<file path="src/rtl/demux1_4_buf_pkg.sv">
// Shared types and constants for the 1-to-4 buffered distributor.
// Destination encoding matches the 4:1 source-select mux.
package demux1_4_buf_pkg;

    localparam int WIDTH_DEF = 16;

    typedef logic [1:0] dest_sel_t;

    localparam dest_sel_t DEST0 = 2'd0;
    localparam dest_sel_t DEST1 = 2'd1;
    localparam dest_sel_t DEST2 = 2'd2;
    localparam dest_sel_t DEST3 = 2'd3;

    function automatic logic [3:0] dest_decode(input dest_sel_t s);
        logic [3:0] onehot;
        onehot = 4'b0000;
        case (s)
            DEST0:   onehot = 4'b0001;
            DEST1:   onehot = 4'b0010;
            DEST2:   onehot = 4'b0100;
            default: onehot = 4'b1000;
        endcase
        return onehot;
    endfunction

endpackage

</file>
<file path="src/rtl/demux1_4_buf_sync_fifo.sv">
// Single-clock FIFO with a registered head word; full/empty derive from count.
// The head register holds the last word shown once the FIFO drains.
module sync_fifo
    import demux1_4_buf_pkg::*;
#(
    parameter int WIDTH = WIDTH_DEF,
    parameter int DEPTH = 2
) (
    input  logic                       clk,
    input  logic                       rst_n,
    input  logic                       flush,
    input  logic                       push,
    input  logic                       pop,
    input  logic [WIDTH-1:0]           din,
    output logic                       full,
    output logic                       empty,
    output logic [$clog2(DEPTH):0]     count,
    output logic [WIDTH-1:0]           head
);
    localparam int PW = $clog2(DEPTH);
    localparam int CW = PW + 1;

    logic [WIDTH-1:0] mem [DEPTH];
    logic [PW-1:0]    wr_ptr, rd_ptr, rd_nxt;
    logic [CW-1:0]    cnt_rem, cnt_nxt;
    logic [WIDTH-1:0] head_nxt;
    logic             do_pop, do_push;

    assign empty = (count == '0);
    assign full  = (count == CW'(DEPTH));

    always_comb begin
        do_pop   = pop & ~empty;
        do_push  = push & (~full | do_pop);
        rd_nxt   = do_pop ? rd_ptr + PW'(1) : rd_ptr;
        cnt_rem  = count - CW'(do_pop);
        cnt_nxt  = cnt_rem + CW'(do_push);
        head_nxt = head;
        // Slot at the new read pointer is only being written now if nothing else remains
        if (cnt_nxt != '0) begin
            if (cnt_rem == '0) head_nxt = din;
            else               head_nxt = mem[rd_nxt];
        end
    end

    always_ff @(posedge clk or negedge rst_n) begin
        if (!rst_n) begin
            for (int i = 0; i < DEPTH; i++) mem[i] <= '0;
            wr_ptr <= '0;
            rd_ptr <= '0;
            count  <= '0;
            head   <= '0;
        end else if (flush) begin
            for (int i = 0; i < DEPTH; i++) mem[i] <= '0;
            wr_ptr <= '0;
            rd_ptr <= '0;
            count  <= '0;
            head   <= '0;
        end else begin
            if (do_push) begin
                mem[wr_ptr] <= din;
                wr_ptr      <= wr_ptr + PW'(1);
            end
            rd_ptr <= rd_nxt;
            count  <= cnt_nxt;
            head   <= head_nxt;
        end
    end

endmodule

</file>
<file path="src/rtl/demux1_4_buf.sv">
// Buffered 1-to-4 distributor: steers each accepted word into the FIFO chosen by sel.
// Only the sel decode and the in_ready mux live here.
module demux1_4_buf
    import demux1_4_buf_pkg::*;
#(
    parameter int WIDTH = WIDTH_DEF,
    parameter int DEPTH = 2
) (
    input  logic                   clk,
    input  logic                   rst_n,
    input  logic                   flush,
    input  logic [WIDTH-1:0]       din,
    input  dest_sel_t              sel,
    input  logic                   in_valid,
    output logic                   in_ready,
    output logic [WIDTH-1:0]       dout0,
    output logic [WIDTH-1:0]       dout1,
    output logic [WIDTH-1:0]       dout2,
    output logic [WIDTH-1:0]       dout3,
    output logic [3:0]             out_valid,
    input  logic [3:0]             out_ready,
    output logic [$clog2(DEPTH):0] count0,
    output logic [$clog2(DEPTH):0] count1,
    output logic [$clog2(DEPTH):0] count2,
    output logic [$clog2(DEPTH):0] count3
);
    localparam int CW = $clog2(DEPTH) + 1;

    logic [3:0]       push_vec, full_vec, empty_vec;
    logic [WIDTH-1:0] head [4];
    logic [CW-1:0]    cnt  [4];

    // A full destination still accepts when its consumer pops in the same cycle
    assign in_ready  = rst_n & ~flush & (~full_vec[sel] | out_ready[sel]);
    assign push_vec  = (in_valid & in_ready) ? dest_decode(sel) : 4'b0000;
    assign out_valid = ~empty_vec;

    for (genvar k = 0; k < 4; k++) begin : g_fifo
        sync_fifo #(.WIDTH(WIDTH), .DEPTH(DEPTH)) u_fifo (
            .clk   (clk),
            .rst_n (rst_n),
            .flush (flush),
            .push  (push_vec[k]),
            .pop   (out_ready[k]),
            .din   (din),
            .full  (full_vec[k]),
            .empty (empty_vec[k]),
            .count (cnt[k]),
            .head  (head[k])
        );
    end

    assign dout0  = head[0];
    assign dout1  = head[1];
    assign dout2  = head[2];
    assign dout3  = head[3];
    assign count0 = cnt[0];
    assign count1 = cnt[1];
    assign count2 = cnt[2];
    assign count3 = cnt[3];

endmodule
</file>
<file path="config.mk">
export PLATFORM = sky130hd
export DESIGN_NAME = demux1_4_buf
export DESIGN_NICKNAME = d
export VERILOG_FILES = /design/src/rtl/demux1_4_buf_pkg.sv /design/src/rtl/demux1_4_buf_sync_fifo.sv /design/src/rtl/demux1_4_buf.sv
export SDC_FILE = /design/constraint.sdc
export NUM_CORES = 1
export LEC_CHECK = 0
export BUFFER_PORTS_ARGS = -buffer_cell sky130_fd_sc_hd__buf_2
export CAP_MARGIN = 0
export CORE_MARGIN = 2
export CORE_UTILIZATION = 35
export CTS_CLUSTER_SIZE = 10
export DETAILED_ROUTE_END_ITERATION = 8
export PLACE_DENSITY = 0.61
export SYNTH_ARGS = -nofsm -noshare
export SYNTH_HDL_FRONTEND = slang
export SYNTH_SLANG_ARGS = --single-unit
</file>
<file path="constraint.sdc">
create_clock -name clk -period 2.9 [get_ports clk]
set_input_delay 0.58 -clock clk [delete_from_list [all_inputs] [get_ports clk]]
set_output_delay 0.58 -clock clk [all_outputs]
set_load 0.01 [all_outputs]
</file>
==> out/results.tsv <==
stage	metric	value	unit
layout	fillers	2846	
global_route	grt_use_met2	0.333	
power_and_ir_drop	seqPwrFrac	0.315	
critical_path	critPathRequiredTime	2320	ps
timing	post-route-worst-setup-slack	97.0	ps
drt	drtIter0Drc	719	
critical_path	crit_top_cell	nor3b_1	
placement	gp_congestion	0.791	
logic_synthesis	synth_area	10300	sq um
global_route	grtUsageMet1	0.279	
worst_hold_path	min_path_type	in2async	
logic_synthesis	netlist_instances	1050	
power_and_ir_drop	p_switching	4.38	mW
critical_path	path_cells	nor3b_1 > buf_4 > mux4_2 > nor3b_1 > buf_2	
status	status	finished clean	
timing	timing.fmax	0.357	GHz
clocking	clock_latency	510	ps
logic_synthesis	synth_nets	1084	
power_and_ir_drop	vdd_drop_max	0.678	mV
power_and_ir_drop	p_per_area	915	nW/um^2
critical_path	crit_arrival	2220	ps
floorplanning	num_rows	62	
global_route	use_met3	0.0253	
floorplanning	die_h	176	um
timing	maxSlewViolCount	0	
timing	rsz0062_at_grt	no	
layout	diodes	0	
power_and_ir_drop	p_sw_frac	0.408	
layout	fin_util	0.406	
timing	setup_viol	0	
logic_synthesis	yosys_warnings	0	
logic_synthesis	synth_edf_count	0	
timing	max_slew_margin	0.234	
clocking	clock_path_buffers	3	
logic_synthesis	async_reset_ff_frac	1.00	
floorplanning	start_util	0.357	
global_route	grt_pass1_wl	47600	um
timing	setup_tns	0	ps
critical_path	crit_fanout	7	
placement	dpl.hpwl	19300	um
critical_path	end_kind	output port	
critical_path	cpPeakStageDelay	530	ps
layout	drive_gt1_frac	0.169	
placement	io_buffer_count	102	
power_and_ir_drop	p_leak	5.31	nW
clocking	cts_hold_buf	0	
critical_path	cp_slowest_cell	nor3b_1	
global_route	track_usage	0.202	
layout	fin_nets	1148	
logic_synthesis	ys_types	41	
timing	whs	170	ps
drt	post_drt_wl_per_cell	20.8	um
drt	viasPerCell	5.35	
floorplanning	ios	103	
run	cap_violations	0	
drt	wl	31200	um
floorplanning	die_width	176	um
clocking	cts_num_sinks	208	
logic_synthesis	ys.flop_type	dfrtp_1	
global_route	gr-total-overflow	0	
global_route	grt_max_degree	192	
clocking	clkTransAtPathRegs	60	ps
critical_path	crit_path_start_kind	flop	
layout	seq_area	5200	sq um
clocking	cts_tree	done	
timing	tightest_slew	1150	ps
drt	vias	8021	
drt	drc	0	
power_and_ir_drop	p_comb_frac	0.441	
logic_synthesis	synth-seq-cells	208	
power_and_ir_drop	p_int	6.35	mW
timing	fin_skew	5.53	ps
critical_path	critical_path_class	reg2out	
clocking	cts_buffers	24	
clocking	htree_levels	1	
placement	place_ws	25.6	ps
floorplanning	dieArea	30800	sq um
clocking	ctsResizeCount	0	
global_route	antenna_found_initial	0	
layout	multiInputGateArea	4560	sq um
timing	fin_crit_sh	0.967	
power_and_ir_drop	clkPwrFrac	0.243	
timing	fin_crit	2800	ps
global_route	grt_pass1_vias	7699	
drt	ant_nets	0	
global_route	busiest_layer	met2	
logic_synthesis	syn_avg_cell_area	9.82	sq um
drt	first_pass_iters	5	
layout	syn2layout_area_growth	13.7	%
power_and_ir_drop	total_power	10.7	mW
floorplanning	core	28900	sq um
clocking	root_buffer	clkbuf_16	
timing	finalHoldViolCount	0	
clocking	cts_setup_buffers	0	
logic_synthesis	ys_seq_area_frac	0.505	
[worst max-delay path, delay by kind of cell, from the launching register on]
family	cells	cell delay (ps)
buf+inv	2	400
flops	1	440
mux	1	290
simple gates	2	590
[cell usage in the layout, fill, tap and decap left out, types with 8 or more instances in the layout]
master,synthesis,routed
nand2_1,225,225
dfrtp_1,208,208
a21oi_1,117,117
buf_2,20,100
mux2i_1,80,80
nand2b_1,72,72
nand3_1,64,64
o221ai_1,64,64
buf_4,4,32
clkbuf_16,0,25
nor2_1,24,24
nor2b_1,20,20
inv_1,9,9
ha_1,8,8
[Yosys cell counts (3+ instances only)]
cell type	count	area, sq um
xnor2_1	4	35.0
mux2i_1	80	801
xnor3_1	4	90.1
nor4_4	5	106
ha_1	8	100
buf_1	4	15.0
nand3_1	64	320
o221ai_1	64	561
nand2_1	225	845
nor3_1	4	20.0
and2_1	4	25.0
buf_4	4	30.0
nor3b_1	3	22.5
xnor2_2	4	65.1
clkbuf_1	58	218
nor2b_1	20	125
or2_2	4	25.0
nand2_2	3	18.8
nand2b_1	72	450
o21a_1	4	30.0
dfrtp_1	208	5200
or4_1	5	37.5
a21oi_1	117	586
buf_6	10	113
nor2_1	24	90.1
buf_2	20	100
inv_1	9	33.8
[per-stage QoR]
stage,instance area (sq um),instances
finish,11700,1499
global route,11700,1499
detailed placement,11100,1472
floorplan,10300,1050
CTS,11700,1499
global placement,11100,1472
[registers in the layout, indices dropped and copies added (netlist names)]
signal                flops
g_fifo.u_fifo.wr_ptr      4
g_fifo.u_fifo.head       64
g_fifo.u_fifo.count       8
g_fifo.u_fifo.rd_ptr      4
g_fifo.u_fifo.mem       128
[power by group through the flow]
stage | clock network [mW] | logic [mW] | registers [mW]
after floorplan | 0 | 3.49 | 3.47
after global routing | 2.77 | 5.11 | 3.42
after global placement | 0 | 4.66 | 3.43
after detailed placement | 0 | 4.68 | 3.43
final | 2.61 | 4.73 | 3.38
after CTS | 2.66 | 4.72 | 3.38
[routing by layer]
layer,up-vias,part of all wire
li1,3733,-
met5,-,0
met3,47,0.055
met2,239,0.49
met1,4002,0.43
met4,0,0.026
[cells by family after synthesis]
logic type                 share of synthesized area
AOI/OAI and AO/OA                              0.117
xor gates and xnor gates                      0.0185
adders and majority gates                    0.00971
buffers and inverters                         0.0532
DFF                                            0.505
muxes                                         0.0799
and+or+nand+nor                                0.216
[final cells by class]
class / count / share of cell area
clock buffer: 27 / 0.0540
timing repair buffer: 136 / 0.0687
inverter: 10 / 0.00320
tap: 384 / 0.0410
multi-input combinational: 734 / 0.389
sequential: 208 / 0.444
[final timing paths]
kind	endpoint	slack [ps]	from	depth (start not counted)
setup / recovery	in_ready	100	g_fifo[2].u_fifo.count[1]	5
hold / removal	g_fifo[0].u_fifo.count[0]	170	rst_n	2
setup reg to reg	g_fifo[0].u_fifo.head[9]	270	g_fifo[0].u_fifo.count[1]	7
hold reg to reg	g_fifo[1].u_fifo.mem[2]	520	g_fifo[1].u_fifo.mem[2]	2
max in group asynchronous	g_fifo[2].u_fifo.head[13]	1300	rst_n	3
min in group clk	g_fifo[2].u_fifo.mem[15]	430	din[15]	3
Power figures use the tool's default switching activity.
